File: src/rtl/mem_arbiter.sv
// mem_arbiter: shares one single-port memory between an instruction-fetch
// port and a data read/write port. Three-state FSM (IDLE -> ISSUE -> RESP).
// Memory-side outputs are registered: they are loaded on the IDLE->ISSUE
// edge, held through ISSUE and RESP (including wait states), and the strobes
// drop on the completing edge.
// Optional feature: define ARB_ROUND_ROBIN_EN to alternate grants between the
// ports on simultaneous requests; otherwise the data port always wins.
module mem_arbiter #(
  parameter int ADDR_W = 16,
  parameter int DATA_W = 16
) (
  input  logic              clock,
  input  logic              reset,
  // instruction-fetch port
  input  logic              instr_rd,
  input  logic [ADDR_W-1:0] pc,
  output logic [DATA_W-1:0] Instr_dout,
  output logic              complete_instr,
  // data port
  input  logic              Data_rd,
  input  logic              Data_wr,
  input  logic [ADDR_W-1:0] Data_addr,
  input  logic [DATA_W-1:0] Data_din,
  output logic [DATA_W-1:0] Data_dout,
  output logic              complete_data,
  // shared memory
  output logic [ADDR_W-1:0] mem_addr,
  output logic [DATA_W-1:0] mem_din,
  output logic              mem_rd,
  output logic              mem_wr,
  input  logic [DATA_W-1:0] mem_dout,
  input  logic              mem_complete,
  output logic              busy
);

  typedef enum logic [1:0] {
    IDLE  = 2'd0,
    ISSUE = 2'd1,
    RESP  = 2'd2
  } state_t;

  state_t            state_reg, state_next;
  logic              sel_reg, sel_next;           // owner: 0 = instr, 1 = data
  logic              lg_reg, lg_next;             // last port granted
  logic [ADDR_W-1:0] mem_addr_reg, mem_addr_next;
  logic [DATA_W-1:0] mem_din_reg, mem_din_next;
  logic              mem_rd_reg, mem_rd_next;
  logic              mem_wr_reg, mem_wr_next;
  logic [DATA_W-1:0] instr_dout_reg, instr_dout_next;
  logic [DATA_W-1:0] data_dout_reg, data_dout_next;
  logic              complete_instr_reg, complete_instr_next;
  logic              complete_data_reg, complete_data_next;

  logic data_req;
  logic grant_data;

  assign data_req = Data_rd | Data_wr;

  // Port selection for a new access; only meaningful while IDLE.
  always_comb begin
    grant_data = data_req;
    if (instr_rd && data_req) begin
`ifdef ARB_ROUND_ROBIN_EN
      grant_data = ~lg_reg;
`else
      grant_data = 1'b1;
`endif
    end
  end

  // Next-state and next-output logic for the access sequencer.
  always_comb begin
    state_next          = state_reg;
    sel_next            = sel_reg;
    lg_next             = lg_reg;
    mem_addr_next       = mem_addr_reg;
    mem_din_next        = mem_din_reg;
    mem_rd_next         = mem_rd_reg;
    mem_wr_next         = mem_wr_reg;
    instr_dout_next     = instr_dout_reg;
    data_dout_next      = data_dout_reg;
    complete_instr_next = 1'b0;
    complete_data_next  = 1'b0;

    case (state_reg)
      IDLE: begin
        mem_rd_next = 1'b0;
        mem_wr_next = 1'b0;
        if (instr_rd || data_req) begin
          state_next = ISSUE;
          sel_next   = grant_data;
          if (grant_data) begin
            mem_addr_next = Data_addr;
            mem_din_next  = Data_din;
            // A simultaneous read and write request is serviced as a read.
            mem_rd_next   = Data_rd;
            mem_wr_next   = Data_wr & ~Data_rd;
          end else begin
            mem_addr_next = pc;
            mem_rd_next   = 1'b1;
            mem_wr_next   = 1'b0;
          end
        end
      end

      ISSUE: begin
        state_next = RESP;
      end

      RESP: begin
        // Without mem_complete everything is held, giving wait states.
        if (mem_complete) begin
          state_next  = IDLE;
          lg_next     = sel_reg;
          mem_rd_next = 1'b0;
          mem_wr_next = 1'b0;
          if (sel_reg) begin
            complete_data_next = 1'b1;
            if (!mem_wr_reg) begin
              data_dout_next = mem_dout;
            end
          end else begin
            complete_instr_next = 1'b1;
            instr_dout_next     = mem_dout;
          end
        end
      end

      default: begin
        state_next  = IDLE;
        mem_rd_next = 1'b0;
        mem_wr_next = 1'b0;
      end
    endcase
  end

  // State and output registers; reset abandons any access in flight.
  always_ff @(posedge clock or negedge reset) begin
    if (!reset) begin
      state_reg          <= IDLE;
      sel_reg            <= 1'b0;
      lg_reg             <= 1'b1;
      mem_addr_reg       <= '0;
      mem_din_reg        <= '0;
      mem_rd_reg         <= 1'b0;
      mem_wr_reg         <= 1'b0;
      instr_dout_reg     <= '0;
      data_dout_reg      <= '0;
      complete_instr_reg <= 1'b0;
      complete_data_reg  <= 1'b0;
    end else begin
      state_reg          <= state_next;
      sel_reg            <= sel_next;
      lg_reg             <= lg_next;
      mem_addr_reg       <= mem_addr_next;
      mem_din_reg        <= mem_din_next;
      mem_rd_reg         <= mem_rd_next;
      mem_wr_reg         <= mem_wr_next;
      instr_dout_reg     <= instr_dout_next;
      data_dout_reg      <= data_dout_next;
      complete_instr_reg <= complete_instr_next;
      complete_data_reg  <= complete_data_next;
    end
  end

  assign mem_addr       = mem_addr_reg;
  assign mem_din        = mem_din_reg;
  assign mem_rd         = mem_rd_reg;
  assign mem_wr         = mem_wr_reg;
  assign Instr_dout     = instr_dout_reg;
  assign Data_dout      = data_dout_reg;
  assign complete_instr = complete_instr_reg;
  assign complete_data  = complete_data_reg;
  assign busy           = (state_reg != IDLE);

endmodule

File: config.mk
export PLATFORM = sky130hd
export DESIGN_NAME = mem_arbiter
export DESIGN_NICKNAME = d
export VERILOG_FILES = /design/src/rtl/mem_arbiter.sv
export SDC_FILE = /design/constraint.sdc
export NUM_CORES = 1
export LEC_CHECK = 0
export BUFFER_PORTS_ARGS = -buffer_cell sky130_fd_sc_hd__clkbuf_2
export CAP_MARGIN = 20
export CORE_ASPECT_RATIO = 0.75
export CORE_MARGIN = 2
export CORE_UTILIZATION = 42
export CTS_CLUSTER_DIAMETER = 80
export DETAILED_ROUTE_END_ITERATION = 8
export HOLD_SLACK_MARGIN = 0.1
export PLACE_DENSITY = 0.76
export SKIP_CTS_REPAIR_TIMING = 1
export SLEW_MARGIN = 20
export SYNTH_ARGS = -nofsm -noshare
export SYNTH_HDL_FRONTEND = slang
export SYNTH_SLANG_ARGS = --single-unit
File: constraint.sdc
create_clock -name clock -period 1.5 [get_ports clock]
set_input_delay 0.3 -clock clock [delete_from_list [all_inputs] [get_ports clock]]
set_output_delay 0.3 -clock clock [all_outputs]
set_load 0.005 [all_outputs]
==> results.cfg <==
[detailed_routing]
drtPass1Iterations = 4
route.detailed.wl_per_inst_um = 14.1
routed_wl_um = 5930
drc_errors = 0
vias_per_cell = 4.75
ant_nets = 0
route.vias.total = 1999
drt_iter0_drc = 43

[grt]
grt_pass1_vias = 2118
grt_max_degree = 72
antenna_found_initial = 0
grt_pass1_wl_um = 9910
grt_use_total = 0.163
gr-total-overflow = 0

[worst_setup_path]
start_kind = flip-flop
required_ns = 1.71
end_kind = flip-flop
cp_cell_sequence = and4b_4 -> nor2b_4 -> buf_12 -> mux2_2
critPathArrivalTime_ns = 1.74
worst-path-max-fanout = 16
slowest_delay_ns = 0.40
crit_slowest_cell = dfrtp_1
path_class = flip-flop to flip-flop

[cells_and_area]
utilization = 0.595
n_antenna_cell = 0
final_common_cell = clkbuf_2
final_cell_mix = 137 x clkbuf_2, 71 x dfrtp_1, 51 x mux2_2
final_area_mm2 = 0.00407
drive_gt1_frac = 0.724
fin_nets = 402
syn_to_final_growth_pct = 37.1

[synthesis]
syn-num-nets = 247
syn_avg_cell_area_um2 = 16.8
synth_xor_area_frac = 0
ys_seq_area_frac = 0.599
yosys.area.top_type = dfrtp_1
syn_inst = 177
synthTopCellsByArea = dfrtp_1 60%, mux2_2 20%, mux2_4 9.6%
synth_compound_area_frac = 0.0152
synthMuxAreaShare = 0.331
synth_top_area_frac = 0.599
ys_types = 24
synth.ff_latch_count = 71
synth-simple-area-share = 0.0228
synthAdderAreaFrac = 0
yosys_warnings = 0
synth_top_family_by_area = multiplexers
synth_area_mm2 = 0.00297

[floorplanning]
start_util = 0.434
die_h_um = 76.8
ios = 139
die_area_mm2 = 0.00776
rows = 26
die_width_um = 101
core_area_mm2 = 0.00683

[clock_tree]
cts_tree = built
clk_pin_slew_ns = 0.07
clock_latency_ns = 0.33
cts_root_buf = clkbuf_8
cts.sinks = 71
htreeDepth = 3
cts_buffer_depth = 2
cts_made_buffers = 9

[power]
combPwrFrac = 0.393
pwr-share-clk = 0.185
p_int_w = 0.00570
ir_drop_v = 0.00110
p_total_w = 0.00806
seqPwrFrac = 0.422
p_sw_w = 0.00236
p_per_area_mw_per_mm2 = 1980
sw_frac_of_total = 0.293
p_leak_nw = 2.07

[sta]
finalHoldViolCount = 0
worst_pin_slew_ns = 0.378
finalCritPeriodShare = 1.02
relSlewSlack = 0.748
period_needed_ns = 1.53
finClkSkew_ns = 0.00854
fin_ws_ns = -0.0324
finalSetupViolations = 11
rsz0062_at_grt = yes
fin_hold_ws_ns = 0.191
fmaxAchievable_mhz = 653
drv_slew = 0

[placed_design]
gp_congestion = 0.727
port_buffers = 138
dpl_cell_area_mm2 = 0.00383
dp_hpwl_um = 4490

[run_status]
status = finished, violations left
violations = setup timing

[run]
drv_cap = 0

[hold_path]
hp-class = input pin to flip-flop
==> critical path: cells and delay by family (launching register included) <==
family                 cells  cell delay (ns)
DFF                        1             0.40
muxes                      1             0.35
and+or+nand+nor            2             0.49
buffers and inverters      1             0.17
==> power by group through the flow <==
stage	combinational, W	clock, W	sequential [W]
3_5_place_dp	0.00321	0	0.00344
3_3_place_gp	0.00311	0	0.00340
2_1_floorplan	0.00173	0	0.00345
5_1_grt	0.00346	0.00166	0.00353
4_1_cts	0.00321	0.00156	0.00341
6_report	0.00317	0.00149	0.00340
==> final timing paths <==
kind                       depth (start not counted)          start  slack, ns            end
hold reg to reg                                    1  Instr_dout[3]       0.50  Instr_dout[3]
setup reg to reg                                   4   state_reg[0]      -0.03   Data_dout[3]
setup / recovery                                   4   state_reg[0]      -0.03   Data_dout[3]
max in group asynchronous                          3          reset       0.68  Instr_dout[8]
min in group asynchronous                          3          reset       0.51     mem_din[8]
hold / removal                                     2    Data_din[3]       0.19     mem_din[3]
==> per-layer routing <==
metal,vias up,global-route usage,share of wire
met1,977,0.202,0.42
li1,932,-,-
met4,0,0.0446,0.0086
met5,-,0,0
met3,6,0.0848,0.10
met2,84,0.252,0.47
==> area by class of cell <==
class,count,area (um2)
fill,576,2770
sequential,71,1780
multi-input combinational,94,1100
timing repair buffer,152,872
clock buffer,11,141
tap,84,105
clock inverter,5,57.6
inverter,4,15.0
==> kinds of logic (layout without fill, tap and decap cells) <==
group,Yosys count,after routing
and+or+nand+nor,7,7
buffers and inverters,12,172
AOI/OAI and AO/OA,6,6
muxes,81,81
DFF,71,71
==> Yosys cell counts (all sizes together) <==
cell / number
o21ai: 3
nand2b: 1
and4b: 1
dfrtp: 71
nor2b: 1
nor2: 2
buf: 8
inv: 4
and4bb: 1
mux2i: 1
a32o: 1
a22o: 1
mux2: 80
a21o: 1
nand2: 1
==> stage by stage <==
step | setup TNS [ns] | std cells | setup WS (ns)
finish | -0.157 | 421 | -0.0324
global route | -1.46 | 421 | -0.0801
CTS | -0.355 | 419 | -0.0407
detailed placement | -0.185 | 403 | -0.0278
global placement | 0 | 403 | 0.00974
floorplan | -0.267 | 177 | -0.0267
Note: power is estimated with default switching activity, not from simulation.
